### config.mk
export PLATFORM = sky130hd
export DESIGN_NAME = fwd_hazard_unit
export DESIGN_NICKNAME = d
export VERILOG_FILES = /design/src/rtl/fwd_hazard_pkg.sv /design/src/rtl/fwd_match_sel.sv /design/src/rtl/fwd_hazard_unit.sv
export SDC_FILE = /design/constraint.sdc
export NUM_CORES = 1
export LEC_CHECK = 0
export ABC_AREA = 1
export CAP_MARGIN = 20
export CORE_UTILIZATION = 45
export CTS_CLUSTER_SIZE = 24
export DETAILED_ROUTE_END_ITERATION = 6
export DONT_BUFFER_PORTS = 1
export GPL_TIMING_DRIVEN = 1
export HOLD_SLACK_MARGIN = 0.12
export PLACE_DENSITY_LB_ADDON = 0.15
export SYNTH_ARGS = -nofsm -noshare
export SYNTH_HDL_FRONTEND = slang
export SYNTH_SLANG_ARGS = --single-unit
### constraint.sdc
create_clock -name clk -period 1.95 [get_ports clk]
set_clock_uncertainty 0.15 [all_clocks]
set_input_delay 0.39 -clock clk [delete_from_list [all_inputs] [get_ports clk]]
set_output_delay 0.39 -clock clk [all_outputs]
set_load 0.01 [all_outputs]
### src/rtl/fwd_hazard_pkg.sv
`default_nettype none
// ============================================================================
//  Module      : fwd_hazard_pkg
//  Description : Shared types and helpers for the forwarding / hazard unit.
//                Holds the hazard FSM state enum, the "register file" forward
//                select value and the youngest-match priority function.
//  Revision    : 1.0 - initial release
// ============================================================================
package fwd_hazard_pkg;

  // Upper bound on searched result stages; the match function works on a
  // fixed-width hit vector so it can be shared by every instance.
  localparam int MAX_FWD_STAGES = 7;

  // Forward select value meaning "take the operand from the register file".
  localparam int FWD_SEL_RF = 0;

  typedef enum logic [1:0] {
    RUN      = 2'd0,
    LU_STALL = 2'd1,
    MEM_WAIT = 2'd2
  } hz_state_t;

  // Returns (index + 1) of the lowest set hit bit, i.e. the youngest stage
  // holding the value, or FWD_SEL_RF when nothing matches.
  function automatic logic [2:0] youngest_sel(input logic [MAX_FWD_STAGES-1:0] hit);
    logic [2:0] sel;
    sel = 3'(FWD_SEL_RF);
    for (int i = MAX_FWD_STAGES - 1; i >= 0; i--) begin
      if (hit[i]) sel = 3'(i + 1);
    end
    return sel;
  endfunction

endpackage
`default_nettype wire

### src/rtl/fwd_match_sel.sv
`default_nettype none
// ============================================================================
//  Module      : fwd_match_sel
//  Description : Priority-encoded forward select for one source address.
//                Stage i matches when it writes a nonzero rd equal to addr;
//                output is (lowest matching i) + 1, or 0 when none match.
//  Ports       : addr      - source register address to look up
//                reg_write - per-stage RegWrite
//                rd_addr   - per-stage rd, stage i at [i*REG_AW +: REG_AW]
//                sel       - encoded select
//  Revision    : 1.0 - initial release
// ============================================================================
module fwd_match_sel
  import fwd_hazard_pkg::*;
#(
  parameter int REG_AW     = 5,
  parameter int NUM_STAGES = 2,
  parameter int SEL_W      = 2
) (
  input  logic [REG_AW-1:0]            addr,
  input  logic [NUM_STAGES-1:0]        reg_write,
  input  logic [NUM_STAGES*REG_AW-1:0] rd_addr,
  output logic [SEL_W-1:0]             sel
);

  logic [MAX_FWD_STAGES-1:0] hit;

  generate
    for (genvar i = 0; i < NUM_STAGES; i++) begin : g_hit
      assign hit[i] = reg_write[i]
                    & (rd_addr[i*REG_AW +: REG_AW] != '0)
                    & (rd_addr[i*REG_AW +: REG_AW] == addr);
    end
    if (NUM_STAGES < MAX_FWD_STAGES) begin : g_pad
      assign hit[MAX_FWD_STAGES-1:NUM_STAGES] = '0;
    end
  endgenerate

  assign sel = SEL_W'(youngest_sel(hit));

endmodule
`default_nettype wire

### src/rtl/fwd_hazard_unit.sv
`default_nettype none
// ============================================================================
//  Module      : fwd_hazard_unit
//  Description : Operand/store-data forwarding selects over NUM_FWD_STAGES
//                result stages plus a hazard FSM producing multi-cycle
//                load-use stalls and a data-memory wait freeze.
//  Ports       : clk, rst_n (sync, active-low)
//                id_*   - decode-stage sources for load-use detection
//                ex_*   - execute-stage sources / load destination
//                stg_*  - per-stage RegWrite and rd vectors
//                mem_*  - MEM-stage store and its data source
//                dmem_busy - data memory not ready
//                fwd_*_sel, stall_pc, stall_if_id, bubble_id_ex, freeze_all
//  Option      : FWD_HAZARD_PERF_EN adds perf_lu_cycles / perf_wait_cycles.
//  Revision    : 1.0 - initial release
// ============================================================================
module fwd_hazard_unit
  import fwd_hazard_pkg::*;
#(
  parameter int REG_AW          = 5,
  parameter int NUM_FWD_STAGES  = 2,
  parameter int LOAD_USE_CYCLES = 1,
  parameter int SEL_W           = $clog2(NUM_FWD_STAGES + 1)
) (
  input  logic                             clk,
  input  logic                             rst_n,
  input  logic [REG_AW-1:0]                id_rs1_addr,
  input  logic [REG_AW-1:0]                id_rs2_addr,
  input  logic                             id_uses_rs1,
  input  logic                             id_uses_rs2,
  input  logic [REG_AW-1:0]                ex_rs1_addr,
  input  logic [REG_AW-1:0]                ex_rs2_addr,
  input  logic                             ex_mem_read,
  input  logic [REG_AW-1:0]                ex_rd_addr,
  input  logic [NUM_FWD_STAGES-1:0]        stg_reg_write,
  input  logic [NUM_FWD_STAGES*REG_AW-1:0] stg_rd_addr,
  input  logic                             mem_mem_write,
  input  logic [REG_AW-1:0]                mem_rs2_addr,
  input  logic                             dmem_busy,
  output logic [SEL_W-1:0]                 fwd_rs1_sel,
  output logic [SEL_W-1:0]                 fwd_rs2_sel,
  output logic [SEL_W-1:0]                 fwd_st_sel,
  output logic                             stall_pc,
  output logic                             stall_if_id,
  output logic                             bubble_id_ex,
  output logic                             freeze_all
`ifdef FWD_HAZARD_PERF_EN
  ,
  output logic [31:0]                      perf_lu_cycles,
  output logic [31:0]                      perf_wait_cycles
`endif
);

  localparam logic [3:0] LU_RELOAD =
    (LOAD_USE_CYCLES > 1) ? 4'(LOAD_USE_CYCLES - 2) : 4'd0;

  // ---------------------------------------------------------------- forwarding
  logic [SEL_W-1:0] rs1_sel_raw;
  logic [SEL_W-1:0] rs2_sel_raw;
  logic [SEL_W-1:0] st_sel_raw;

  fwd_match_sel #(.REG_AW(REG_AW), .NUM_STAGES(NUM_FWD_STAGES), .SEL_W(SEL_W)) u_rs1_sel (
    .addr      (ex_rs1_addr),
    .reg_write (stg_reg_write),
    .rd_addr   (stg_rd_addr),
    .sel       (rs1_sel_raw)
  );

  fwd_match_sel #(.REG_AW(REG_AW), .NUM_STAGES(NUM_FWD_STAGES), .SEL_W(SEL_W)) u_rs2_sel (
    .addr      (ex_rs2_addr),
    .reg_write (stg_reg_write),
    .rd_addr   (stg_rd_addr),
    .sel       (rs2_sel_raw)
  );

  // Store data already sits in MEM, so only stages older than MEM can supply
  // it. Feeding stages 1.. as a shifted vector makes the "+1" of the encoder
  // land exactly on the stage number.
  generate
    if (NUM_FWD_STAGES > 1) begin : g_st_fwd
      logic [SEL_W-1:0] st_match;
      fwd_match_sel #(.REG_AW(REG_AW), .NUM_STAGES(NUM_FWD_STAGES-1), .SEL_W(SEL_W)) u_st_sel (
        .addr      (mem_rs2_addr),
        .reg_write (stg_reg_write[NUM_FWD_STAGES-1:1]),
        .rd_addr   (stg_rd_addr[NUM_FWD_STAGES*REG_AW-1:REG_AW]),
        .sel       (st_match)
      );
      assign st_sel_raw = mem_mem_write ? st_match : SEL_W'(FWD_SEL_RF);
    end else begin : g_st_none
      assign st_sel_raw = SEL_W'(FWD_SEL_RF);
    end
  endgenerate

  // ---------------------------------------------------------------- hazard FSM
  hz_state_t  state;
  logic [3:0] cnt;
  logic       ret_lu;
  logic       load_use;
  logic       lu_active;

  assign load_use = ex_mem_read & (ex_rd_addr != '0)
                  & ((id_uses_rs1 & (id_rs1_addr == ex_rd_addr))
                   | (id_uses_rs2 & (id_rs2_addr == ex_rd_addr)));

  // A pending load-use stall, either running or parked behind a memory wait.
  // The cycle dmem_busy drops is already a working cycle, so a parked stall
  // resumes bubbling immediately rather than leaving an unprotected gap.
  assign lu_active = (state == LU_STALL) | ((state == MEM_WAIT) & ret_lu);

  always_ff @(posedge clk) begin
    if (!rst_n) begin
      state  <= RUN;
      cnt    <= 4'd0;
      ret_lu <= 1'b0;
    end else if (dmem_busy) begin
      // Memory wait dominates; remaining bubble count is held.
      state  <= MEM_WAIT;
      ret_lu <= lu_active;
    end else if (lu_active) begin
      ret_lu <= 1'b0;
      if (cnt == 4'd0) begin
        state <= RUN;
      end else begin
        state <= LU_STALL;
        cnt   <= cnt - 4'd1;
      end
    end else if (load_use && (LOAD_USE_CYCLES > 1)) begin
      state  <= LU_STALL;
      cnt    <= LU_RELOAD;
      ret_lu <= 1'b0;
    end else begin
      state  <= RUN;
      ret_lu <= 1'b0;
    end
  end

  // ---------------------------------------------------------------- outputs
  logic lu_stall;
  assign lu_stall = rst_n & ~dmem_busy & (lu_active | load_use);

  assign stall_pc     = lu_stall;
  assign stall_if_id  = lu_stall;
  assign bubble_id_ex = lu_stall;
  assign freeze_all   = rst_n & dmem_busy;

  assign fwd_rs1_sel = rst_n ? rs1_sel_raw : '0;
  assign fwd_rs2_sel = rst_n ? rs2_sel_raw : '0;
  assign fwd_st_sel  = rst_n ? st_sel_raw  : '0;

`ifdef FWD_HAZARD_PERF_EN
  logic [31:0] lu_cycles_q;
  logic [31:0] wait_cycles_q;

  always_ff @(posedge clk) begin
    if (!rst_n) begin
      lu_cycles_q   <= 32'd0;
      wait_cycles_q <= 32'd0;
    end else begin
      if (bubble_id_ex && (lu_cycles_q != '1))  lu_cycles_q   <= lu_cycles_q + 32'd1;
      if (freeze_all && (wait_cycles_q != '1))  wait_cycles_q <= wait_cycles_q + 32'd1;
    end
  end

  assign perf_lu_cycles   = rst_n ? lu_cycles_q   : 32'd0;
  assign perf_wait_cycles = rst_n ? wait_cycles_q : 32'd0;
`endif

endmodule
`default_nettype wire

==> qor.txt <==
H-tree depth: 1
CP Data Required Time: 1.41 ns
Final Core Density: 50.7%
number of DRC markers in iteration 0: 24
DR pass1 iterations: 5
Mapped Area: 957 µm²
routed wl met2: 1030 µm
RSZ-0062 raised after global routing: no
worst hold path class: in2reg
Seq cells post-synth: 7
largest net degree at the start of global routing: 9
Post-Synthesis Cells: 172
nets@finish: 225
yosys warns: 0
Fmax achieved: 0.549 GHz
die area: 0.00232 mm²
Chip Width: 48.1 µm
Vias/cell: 4.84
area grow syn2layout: 4.97%
WL/cell: 10.3 µm
Power Density: 384 mW/mm²
Via Count: 973
Worst Setup Start Kind: input pin
run status: completed
first-pass GRT wire length: 3200 µm
Max Cap Violations: 0
Clock Pin Slew Worst Setup and Hold Paths: 0.05 ns
Final Cell Area: 0.00100 mm²
slowest cell delay on critical path: 0.65 ns
antenna violations before repair: 0
met3 routed wirelength: 131 µm
Area contributors post-synth: nand2_1, dfxtp_1, inv_1
uppermost routed layer: met4
FP Rows: 16
CP Max Fanout: 5
chip height: 48.1 µm
CTS Root Buffer Type: clkbuf_4
CP max stage cell: dlygate4sd3_1
Total GRT Usage: 19.2%
Cell variety after synth: 24
worst-path cell chain: dlygate4sd3_1 -> nand2_1 -> inv_1
WS Path Type: in2out
Met1 Routed Length: 892 µm
clock sinks: 7
synthesized net count: 222
Max Slew Vio Count: 0
Final ANT Viol Nets: 0
final hold vios: 0
leakage: 0.565 nW
routability congestion estimate: 0.759
Initial Util: 48.3%
sequential area share after synthesis: 14.6%
TritonCTS clock tree: done
Synth top area share: 18.0%
placed inst area: 968 µm²
Post-Route WL: 2070 µm
CP arrival: 1.28 ns
total I/O pin count: 59
min cycle time layout: 1.82 ns
fin crit share: 93.5%
worst vdd ir: 0.157 mV
clock tree buffer depth: 2
crit end category: primary output
fraction of layout cells with a size suffix above 1: 7.47%
Avg Cell Area, Syn: 5.56 µm²
Layout Cells excl Fill: 201
Final setup viols: 0
Worst-Skew Late Latency: 0.25 ns
Diodes inserted: 0
setup TNS: 0 ns
post_cts resized: 0
placed cells: 196
floorplan core area: 0.00198 mm²
vias in the first global route: 868
Port Buffers: 0
Post-DP HPWL: 1830 µm
Num CTS Buffers: 3
# DRC: 0
GRT overflow: 0
post-synth top area cell: nand2_1
logic make-up after synthesis:
group | count (synthesis) | synth area share [%]
and+or+nand+nor | 91 | 40.5
buffers and inverters | 35 | 15.3
AOI/OAI and AO/OA | 21 | 13.2
xor gates and xnor gates | 16 | 14.6
DFF | 7 | 14.6
adders and majority gates | 1 | 1.31
other | 1 | 0.392
worst max-delay path, delay by kind of cell:
kind          cells  cell delay, ns
buf+inv           2            0.76
simple gates      1            0.12
report_power, final:
part	switching [W]	leakage, nW	internal [W]	total (W)
sequential	0.000000578	0.0566	0.000144	0.000145
clock	0.0000547	0.0150	0.0000782	0.000133
combinational	0.0000573	0.494	0.0000511	0.000108
total	0.000113	0.565	0.000274	0.000386
cell usage in the layout (no fill, tap or decap), drive strengths merged, types with 2 or more instances in the layout:
master and count:
dfxtp 7, xnor2 8, clkbuf 4, o21ai 9
nand3 9, inv 31, nor3 4, a21oi 9
nor2 27, o22ai 2, xor2 8, nand4 2
nand2 47
sequential cells by signal, indices dropped and copies added, names as in the netlist:
signal and count:
cnt 4, state 2, ret_lu 1
final cells by class:
type / count / area (µm²)
clock buffers: 4 / 26.3
fillers: 210 / 977
inverters: 31 / 116
multi-input cells: 130 / 671
flip-flops and latches: 7 / 140
well taps: 27 / 33.8
repair buffers: 2 / 17.5
cells in the mapped netlist, drive strengths merged:
library cell / count
buf: 4
nand3: 9
nand3b: 1
inv: 31
o21ai: 9
a22o: 1
a21oi: 9
conb: 1
nand4: 2
o22ai: 2
ha: 1
nand2: 47
xor2: 8
dfxtp: 7
xnor2: 8
or2: 1
nor3: 4
nor2: 27
metrics by stage:
stage | power (W) | hold slack (ns) | setup WS, ns
floorplan | 0.000244 | 0.308 | 0.178
finish | 0.000386 | 0.129 | 0.127
detailed placement | 0.000253 | 0.343 | 0.290
global route | 0.000419 | 0.136 | 0.0679
CTS | 0.000392 | 0.124 | 0.109
global placement | 0.000250 | 0.328 | 0.280
metal layers:
metal,global-route usage [%],vias up
met5,0,-
met4,6.67,0
met3,2.22,2
met2,32.4,31
met1,25.2,410
li1,-,530
timing repair:
action,CTS,global route
hold buffers,1,0
hold endpoints to repair,5,0
setup buffers,0,0
path summary, 6_finish.rpt:
| check | slack, ns | startpoint | endpoint | depth (start not counted) |
|---|---|---|---|---|
| worst max-delay path | 0.13 | rst_n | freeze_all | 3 |
| worst min-delay path | 0.13 | dmem_busy | state[1]$_SDFF_PN0_ | 2 |
| worst max register to register | 0.46 | cnt[0]$_SDFFE_PN0P_ | cnt[3]$_SDFFE_PN0P_ | 8 |
| worst min register to register | 0.36 | cnt[0]$_SDFFE_PN0P_ | cnt[0]$_SDFFE_PN0P_ | 1 |
No activity file was read; power rests on OpenSTA's default activity.
